==> config.mk <==
export PLATFORM = sky130hd
export DESIGN_NAME = card_shoe
export DESIGN_NICKNAME = d
export VERILOG_FILES = /design/src/rtl/card_shoe.sv
export SDC_FILE = /design/constraint.sdc
export NUM_CORES = 1
export LEC_CHECK = 0
export CORE_ASPECT_RATIO = 1.1
export CORE_MARGIN = 2
export CORE_UTILIZATION = 35
export CTS_BUF_LIST = sky130_fd_sc_hd__clkbuf_2
export DETAILED_ROUTE_END_ITERATION = 10
export SYNTH_ARGS = -nofsm -noshare
export SYNTH_HDL_FRONTEND = slang
export SYNTH_SLANG_ARGS = --single-unit
==> constraint.sdc <==
create_clock -name clk -period 6.1 [get_ports clk]
set_input_delay 0.61 -clock clk [delete_from_list [all_inputs] [get_ports clk]]
set_output_delay 0.61 -clock clk [all_outputs]
set_load 0.1 [all_outputs]
==> src/rtl/card_shoe.sv <==
// Card-draw responder: deals pseudo-random cards without replacement from a DECKS x 52 shoe.
// Latency: 2..31 cycles from an accepted req to the card_valid pulse.
// Backpressure: req is taken only while req_ready=1; shuffle aborts any draw and restocks.
module card_shoe #(
    parameter int          DECKS = 1,
    parameter logic [15:0] SEED  = 16'hACE1,
    localparam int         CW    = $clog2(52 * DECKS + 1)
) (
    input  logic          clk,
    input  logic          rst_n,
    input  logic          req,
    input  logic          shuffle,
    output logic          req_ready,
    output logic          card_valid,
    output logic [3:0]    card_rank,
    output logic [3:0]    card_value,
    output logic [15:0]   card_ascii,
    output logic [CW-1:0] cards_left,
    output logic          empty,
    output logic          err
);

    localparam int          NW       = $clog2(4 * DECKS + 1);
    localparam logic [NW-1:0] FULL   = NW'(4 * DECKS);
    localparam logic [CW-1:0] TOTAL  = CW'(52 * DECKS);
    localparam logic [15:0] SEED_EFF = (SEED == 16'h0000) ? 16'hACE1 : SEED;

    typedef enum logic [1:0] {
        IDLE    = 2'd0,
        PICK    = 2'd1,
        SCAN    = 2'd2,
        DELIVER = 2'd3
    } state_t;

    state_t          state, state_nxt;
    logic [15:0]     lfsr;
    logic [3:0]      tries, tries_nxt;
    logic [3:0]      ptr, ptr_nxt;
    logic [3:0]      rank, rank_nxt;
    logic [NW-1:0]   count [13];
    logic [CW-1:0]   left_q;
    logic            err_q, err_nxt;
    logic            restock, deliver;
    logic [15:0]     stocked;
    logic [3:0]      cand;
    logic [3:0]      last_rank, last_value;
    logic [15:0]     last_ascii;

    // Blackjack point value of a rank.
    function automatic logic [3:0] value_of(input logic [3:0] r);
        if (r == 4'd0)
            return 4'd11;
        else if (r <= 4'd9)
            return r + 4'd1;
        else
            return 4'd10;
    endfunction

    // Right-justified ASCII label of a rank.
    function automatic logic [15:0] ascii_of(input logic [3:0] r);
        case (r)
            4'd0:    return 16'h0041;
            4'd9:    return 16'h3130;
            4'd10:   return 16'h004A;
            4'd11:   return 16'h0051;
            4'd12:   return 16'h004B;
            default: return {8'h00, 8'h31 + {4'h0, r}};
        endcase
    endfunction

    // Per-rank "has stock" flags padded to 16 so any 4-bit candidate indexes safely.
    always_comb begin
        stocked = 16'h0000;
        for (int i = 0; i < 13; i++) begin
            stocked[i] = (count[i] != '0);
        end
    end

    assign cand = lfsr[3:0];

    // Galois LFSR free-runs in every state so request timing feeds the draw.
    always_ff @(posedge clk or negedge rst_n) begin
        if (!rst_n)
            lfsr <= SEED_EFF;
        else
            lfsr <= {1'b0, lfsr[15:1]} ^ (lfsr[0] ? 16'hB400 : 16'h0000);
    end

    // Next-state and draw control; shuffle overrides every state.
    always_comb begin
        state_nxt = state;
        tries_nxt = tries;
        ptr_nxt   = ptr;
        rank_nxt  = rank;
        restock   = 1'b0;
        deliver   = 1'b0;
        err_nxt   = 1'b0;
        if (shuffle) begin
            restock   = 1'b1;
            state_nxt = IDLE;
        end else begin
            case (state)
                IDLE: begin
                    if (req) begin
                        if (left_q == '0) begin
                            err_nxt = 1'b1;
                        end else begin
                            state_nxt = PICK;
                            tries_nxt = 4'd0;
                        end
                    end
                end
                PICK: begin
                    if (stocked[cand]) begin
                        rank_nxt  = cand;
                        state_nxt = DELIVER;
                    end else if (tries == 4'd15) begin
                        // Random tries exhausted: fall back to a deterministic walk.
                        ptr_nxt   = (cand >= 4'd13) ? cand - 4'd13 : cand;
                        state_nxt = SCAN;
                    end else begin
                        tries_nxt = tries + 4'd1;
                    end
                end
                SCAN: begin
                    if (stocked[ptr]) begin
                        rank_nxt  = ptr;
                        state_nxt = DELIVER;
                    end else begin
                        ptr_nxt = (ptr == 4'd12) ? 4'd0 : ptr + 4'd1;
                    end
                end
                DELIVER: begin
                    deliver   = 1'b1;
                    state_nxt = IDLE;
                end
                default: state_nxt = IDLE;
            endcase
        end
    end

    // State, draw bookkeeping and error pulse registers.
    always_ff @(posedge clk or negedge rst_n) begin
        if (!rst_n) begin
            state <= IDLE;
            tries <= 4'd0;
            ptr   <= 4'd0;
            rank  <= 4'd0;
            err_q <= 1'b0;
        end else begin
            state <= state_nxt;
            tries <= tries_nxt;
            ptr   <= ptr_nxt;
            rank  <= rank_nxt;
            err_q <= err_nxt;
        end
    end

    // Shoe stock: restock on shuffle, decrement the dealt rank on delivery.
    always_ff @(posedge clk or negedge rst_n) begin
        if (!rst_n) begin
            for (int i = 0; i < 13; i++) begin
                count[i] <= FULL;
            end
            left_q <= TOTAL;
        end else if (restock) begin
            for (int i = 0; i < 13; i++) begin
                count[i] <= FULL;
            end
            left_q <= TOTAL;
        end else if (deliver) begin
            for (int i = 0; i < 13; i++) begin
                if (rank == 4'(i) && count[i] != '0)
                    count[i] <= count[i] - NW'(1);
            end
            if (left_q != '0)
                left_q <= left_q - CW'(1);
        end
    end

    // Remember the last delivered card so card_* hold between pulses.
    always_ff @(posedge clk or negedge rst_n) begin
        if (!rst_n) begin
            last_rank  <= 4'd0;
            last_value <= 4'd0;
            last_ascii <= 16'h0000;
        end else if (deliver) begin
            last_rank  <= rank;
            last_value <= value_of(rank);
            last_ascii <= ascii_of(rank);
        end
    end

    assign req_ready  = (state == IDLE);
    assign card_valid = deliver;
    assign card_rank  = deliver ? rank : last_rank;
    assign card_value = deliver ? value_of(rank) : last_value;
    assign card_ascii = deliver ? ascii_of(rank) : last_ascii;
    assign cards_left = left_q;
    assign empty      = (left_q == '0);
    assign err        = err_q;

endmodule

==> results.sh, run 1 <==
export IMPL_dieWidth_um=122.9
export IMPL_cp_slowest_stage_delay_ps=620
export IMPL_crit_type="reg2out"
export IMPL_dp_cells=775
export IMPL_setup_tns_ps=0
export IMPL_cts_sinks=100
export IMPL_ys_ff_latch=100
export IMPL_dieHeight_um=134.8
export IMPL_rows=47
export IMPL_final_core_util=0.3976
export IMPL_synth_area_mm2=0.005445
export IMPL_synth_top_area_frac=0.3493
export IMPL_r2r_cells=9
export IMPL_synth_net_count=608
export IMPL_numPortBuffers=37
export IMPL_routed_wl_um=11600
export IMPL_period_needed_ps=3750
export IMPL_fin_crit_sh=0.6147
export IMPL_hold_class="reg2reg"
export IMPL_layout_commonest_cell="dfrtp_1"
export IMPL_drc=0
export IMPL_globalRouteOverflowTotal=0
export IMPL_dp_hpwl_um=8250
export IMPL_instances_no_fill=793
export IMPL_postSynthAreaPerCell_um2=9.706
export IMPL_holdPathStages=0
export IMPL_vias=3977
export IMPL_crit_fanout=10
export IMPL_drive_gt1_frac=0.1275
export IMPL_grt_pass1_wl_um=19280
export IMPL_final_cell_area_mm2=0.006010
export IMPL_p_leak_nw=2.677
export IMPL_drtPass1Iterations=4
export IMPL_drt_iter0_markers=221
export IMPL_initial_core_util=0.3603
export IMPL_critPathLaunchType="flop"
export IMPL_worst_slew_pin_slew_ps=975.8
export IMPL_layout_common_cells="dfrtp_1, nor2_1, nand2_1"
export IMPL_ir_worst_vdd_mv=0.1642
export IMPL_cts_buffers=9
export IMPL_core_area_mm2=0.01511
export IMPL_wl_per_cell_um=14.63
export IMPL_clk_latency_ps=620
export IMPL_ys_warn_count=0
export IMPL_cts_htree_levels=3
export IMPL_viasPerCell=5.015
export IMPL_grtUsageTotal=0.1487
export IMPL_ys_seq_area_frac=0.4651
export IMPL_pin_count=38
export IMPL_cts_max_path_buffers=2
export IMPL_cts_setup_buffers=0
export IMPL_synth_top_cell_by_area="dfrtp_1"
export IMPL_cts_tree="built"
export IMPL_root_buffer="clkbuf_2"
export IMPL_gp_congestion=0.8117
export IMPL_placed_area_mm2=0.005921
export IMPL_postSynthCellCount=561
export IMPL_async_flop_share=1.000
export IMPL_synth_edf_count=0
export IMPL_ant_nets=0
export IMPL_yosys_cell_types_count=57
export IMPL_synth_top_cells_by_area="dfrtp_1, dfstp_2, ha_1, nor2_1, nand2_1"
export IMPL_ys_flop_type="dfrtp_1"
export IMPL_die_area_mm2=0.01657
export IMPL_syn_to_final_growth_pct=10.36
export IMPL_maxClockFrequency_mhz=266.7
export IMPL_layout_nets=638
export IMPL_finalSetupViolCount=0
export IMPL_drv_slew=0
export IMPL_maxCapViolCount=0
export IMPL_slowest_stage="dfrtp_1"
export IMPL_skew_ps=39.32
export IMPL_crit_arrival_ps=3140
export IMPL_power_density_mw_per_mm2=309.2
export IMPL_clkTransAtPathRegs_ps=230
export IMPL_grt_pass1_vias=4041
export IMPL_grt_max_degree=65
export IMPL_critical_path_cell_chain="inv_1, nor2_1, a21oi_1, a21oi_1, o22ai_1, o21ai_0, buf_4"
export IMPL_max_slew_margin=0.3403
export IMPL_path_common_cell="a21oi_1"
export IMPL_rsz0062_at_grt="no"
export IMPL_power_mw=1.858
export IMPL_run_status="finished, final reports clean"
export IMPL_cp_required_ps=5490
export IMPL_end_kind="primary output"
export IMPL_finalHoldViolations=0
export IMPL_grt_antenna_before_repair=1
==> cell families (layout without fill, tap and decap cells) <==
kind of cell | after synthesis | count (layout) | share of synthesized area
adder cells (fa/ha/maj) | 43 | 43 | 0.09881
AND/OR/NAND/NOR | 195 | 195 | 0.1751
other | 0 | 1 | 0
flip-flops | 100 | 100 | 0.4651
buffers and inverters | 73 | 108 | 0.05354
XOR/XNOR | 25 | 25 | 0.04021
multiplexers | 19 | 19 | 0.03929
AO/OA/AOI/OAI | 106 | 106 | 0.1280
==> registers in the layout, indices dropped and copies added (netlist names), 4 cells and up <==
| name | cells |
|---|---|
| last_ascii | 16 |
| ptr | 4 |
| lfsr | 16 |
| last_rank | 4 |
| last_value | 4 |
| count | 39 |
| cards_left | 6 |
| tries | 4 |
| rank | 4 |
==> path summary, 6_finish.rpt <==
path	startpoint	slack (ps)	endpoint
worst max-delay path	rank[3]$_DFFE_PN0P_	2350	card_ascii[0]
min in group asynchronous	rst_n	440	last_ascii[5]$_DFF_PN0_
worst min register to register	lfsr[7]$_DFF_PN1_	380	lfsr[6]$_DFF_PN1_
max in group asynchronous	rst_n	4410	lfsr[12]$_DFF_PN0_
worst min-delay path	lfsr[7]$_DFF_PN1_	380	lfsr[6]$_DFF_PN1_
worst max register to register	count[21]$_DFFE_PN0P_	3370	rank[2]$_DFFE_PN0P_
==> final cells by class <==
cell class	count	area, um2
fillers	1485	9104
repair buffers	41	340.3
flip-flops and latches	100	2532
inverters	51	191.4
clock inverters	4	16.27
well taps	196	245.2
clock buffers	12	60.06
diodes	1	2.502
multi-input cells	388	2621
==> where the power goes <==
part	switching (mW)	total (mW)	internal (mW)	leakage, nW
clock	0.215	0.269	0.0543	0.0585
combinational	0.602	0.806	0.204	1.33
sequential	0.0569	0.784	0.727	1.29
total	0.873	1.86	0.985	2.68
==> cells in the mapped netlist, types with 3 or more instances <==
library cell and instances:
dfrtp_1 76, nor2_1 55, nand2_1 51, inv_1 50, ha_1 43, a21oi_1 28
o21ai_0 26, dfstp_2 24, xnor2_1 19, nand2b_1 17, clkbuf_1 16, mux2i_1 15
nand3_1 13, and3_1 12, nor2b_1 12, o21bai_1 12, nor3_1 9, a211oi_1 8
and2_1 7, xor2_1 6, a22oi_1 4, nand3b_1 4, a31oi_1 3
==> metal layers <==
metal / global-route usage / part of all wire / up-vias
met1: 0.1954 / 0.46 / 1937
li1: - / - / 1947
met2: 0.2311 / 0.48 / 74
met3: 0.02407 / 0.035 / 19
met5: 0 / 0 / -
met4: 0.08557 / 0.027 / 0
==> metrics by stage <==
step / worst slack (ps) / hold slack, ps
final: 2350 / 375.8
after global routing: 2149 / 381.5
after CTS: 2273 / 377.5
after detailed placement: 2371 / 337.9
after global placement: 2385 / 333.7
after floorplan: 1863 / 314.4
==> timing repair <==
| action | in CTS | in global routing |
|---|---|---|
| hold endpoints to repair | 32 | 0 |
| resized for setup | 0 | 0 |
| hold buffers | 1 | 0 |
==> worst max-delay path: cells and delay by family (launching register included) <==
| kind | cells | cell delay [ps] |
|---|---|---|
| flip-flops | 1 | 620 |
| buffers and inverters | 2 | 570 |
| AO/OA/AOI/OAI | 4 | 810 |
| AND/OR/NAND/NOR | 1 | 530 |
No activity file was read; power rests on OpenSTA's default activity.
==> run 2: changes to the inputs <==
- clock period: 6.1 -> 3.9 ns (I/O delays scaled with it)
==> run 2 against run 1 <==
Compared with the run above:
- clock skew is 7.3 ps lower
- hold slack worse by 12 ps
- flip-flop and latch count unchanged
- highest routed layer unchanged
- critical path type unchanged
==> results.sh, run 2 (synthesis gave the netlist of run 1 again) <==
export IMPL_finalSetupViolCount=0
export IMPL_end_kind="primary output"
export IMPL_globalRouteOverflowTotal=0
export IMPL_grt_antenna_before_repair=1
export IMPL_period_needed_ps=3527
export IMPL_cp_required_ps=3510
export IMPL_clk_latency_ps=580
export IMPL_dieWidth_um=122.9
export IMPL_die_area_mm2=0.01657
export IMPL_drc=0
export IMPL_cts_buffers=9
export IMPL_crit_arrival_ps=3140
export IMPL_r2r_cells=9
export IMPL_dp_hpwl_um=8397
export IMPL_root_buffer="clkbuf_2"
export IMPL_setup_tns_ps=0
export IMPL_grt_pass1_vias=4040
export IMPL_layout_common_cells="dfrtp_1, nor2_1, nand2_1"
export IMPL_drtPass1Iterations=5
export IMPL_core_area_mm2=0.01511
export IMPL_grt_pass1_wl_um=19940
export IMPL_skew_ps=32.00
export IMPL_cts_setup_buffers=0
export IMPL_gp_congestion=0.8195
export IMPL_run_status="finished, final reports clean"
export IMPL_wl_per_cell_um=14.76
export IMPL_regToRegSetupSlack_ps=1140
export IMPL_hold_class="reg2reg"
export IMPL_grtUsageTotal=0.1513
export IMPL_cts_sinks=100
export IMPL_numPortBuffers=37
export IMPL_drv_slew=0
export IMPL_viasPerCell=5.071
export IMPL_maxClockFrequency_mhz=283.6
export IMPL_final_cell_area_mm2=0.006375
export IMPL_largest_reg_flops=39
export IMPL_initial_core_util=0.3603
export IMPL_finalHoldViolations=0
export IMPL_hold_end="lfsr[8]$_DFF_PN0_"
export IMPL_rsz0062_at_grt="no"
export IMPL_power_mw=3.240
export IMPL_regToRegEndpoint="rank[3]$_DFFE_PN0P_"
export IMPL_cts_max_path_buffers=2
export IMPL_placed_area_mm2=0.006231
export IMPL_ant_nets=0
export IMPL_vias=4021
export IMPL_p_leak_nw=2.780
export IMPL_rows=47
export IMPL_grt_max_degree=75
export IMPL_holdPathStages=0
export IMPL_dieHeight_um=134.8
export IMPL_largest_register="count"
export IMPL_crit_fanout=10
export IMPL_drive_gt1_frac=0.1326
export IMPL_r2r_start="count[24]$_DFFE_PN0P_"
export IMPL_power_density_mw_per_mm2=508.3
export IMPL_hold_start="lfsr[9]$_DFF_PN0_"
export IMPL_layout_commonest_cell="dfrtp_1"
export IMPL_worst_slew_pin_slew_ps=973.8
export IMPL_top_regs="count x39, last_ascii x16, lfsr x16"
export IMPL_pin_count=38
export IMPL_maxCapViolCount=0
export IMPL_layout_nets=638
export IMPL_clkTransAtPathRegs_ps=250
export IMPL_routed_wl_um=11710
export IMPL_syn_to_final_growth_pct=17.07
export IMPL_max_slew_margin=0.3488
export IMPL_cts_htree_levels=3
export IMPL_critPathLaunchType="flop"
export IMPL_fin_crit_sh=0.9042
export IMPL_ir_worst_vdd_mv=0.2364
export IMPL_crit_type="reg2out"
export IMPL_cts_tree="built"
export IMPL_drt_iter0_markers=231
-- run 2: cell count changes in the layout (fill, tap and decap cells not counted), sizes merged --
cell	previous run	this run
clkinvlp	0	1
clkinv	4	2
clkdlybuf4s50	12	11
buf	28	29
clkbuf	12	11
bufinv	0	2
-- run 2: worst max-delay path by stage --
stage,from,to,slack (ps),cells after the start
global route,rank[3]$_DFFE_PN0P_,card_ascii[0],80,7
CTS,rank[3]$_DFFE_PN0P_,card_ascii[0],420,7
detailed placement,rank[3]$_DFFE_PN0P_,card_ascii[0],1080,7
floorplan,state[1]$_DFFE_PN0P_,card_ascii[2],90,5
global placement,rank[3]$_DFFE_PN0P_,card_ascii[0],1060,7
finish,rank[3]$_DFFE_PN0P_,card_ascii[0],370,7
-- run 2: layout make-up --
type,instances,area [um2]
Timing Repair Buffer,41,650.6
Fill cell,1434,8738
Sequential cell,100,2532
Clock inverter,5,76.32
Inverter,51,191.4
Multi-Input combinational cell,388,2621
Tap cell,196,245.2
Clock buffer,11,55.05
Antenna cell,1,2.502
-- run 2: per-stage QoR --
step / worst slack [ps] / std cells / hold WS, ps / util
3_3_place_gp: 1057 / 775 / 338.2 / 0.4123
6_report: 373.4 / 793 / 364.0 / 0.4218
4_1_cts: 417.7 / 792 / 362.7 / 0.4216
3_5_place_dp: 1083 / 775 / 336.3 / 0.4123
5_1_grt: 79.01 / 793 / 349.9 / 0.4218
2_1_floorplan: 91.68 / 561 / 94.41 / -
-- run 2: where the power goes --
part	leakage (nW)	total (mW)	switching (mW)	internal, mW
Clock	0.0796	0.555	0.341	0.214
Combinational	1.41	1.46	0.988	0.470
Sequential	1.29	1.23	0.0907	1.14
Total	2.78	3.24	1.42	1.82
-- run 2: worst max-delay path: stages (launching register included) --
cell	delay (ps)
dfrtp_1	620
inv_1	260
nor2_1	560
a21oi_1	80
a21oi_1	370
o22ai_1	160
o21ai_1	300
buf_12	220
-- run 2: timing repair --
| action | CTS | global route |
|---|---|---|
| endpoints found under the hold margin | 59 | 0 |
| endpoints found under the setup margin | 0 | 0 |
| hold buffers | 1 | 0 |
| gates resized for setup | 0 | 0 |
-- run 2: per-layer routing --
metal,track usage,up-vias,routed length (um)
met5,0,-,0
met4,0.06705,0,299
met3,0.01605,18,238
met2,0.2452,62,5735
met1,0.2037,1996,5433
li1,-,1945,-
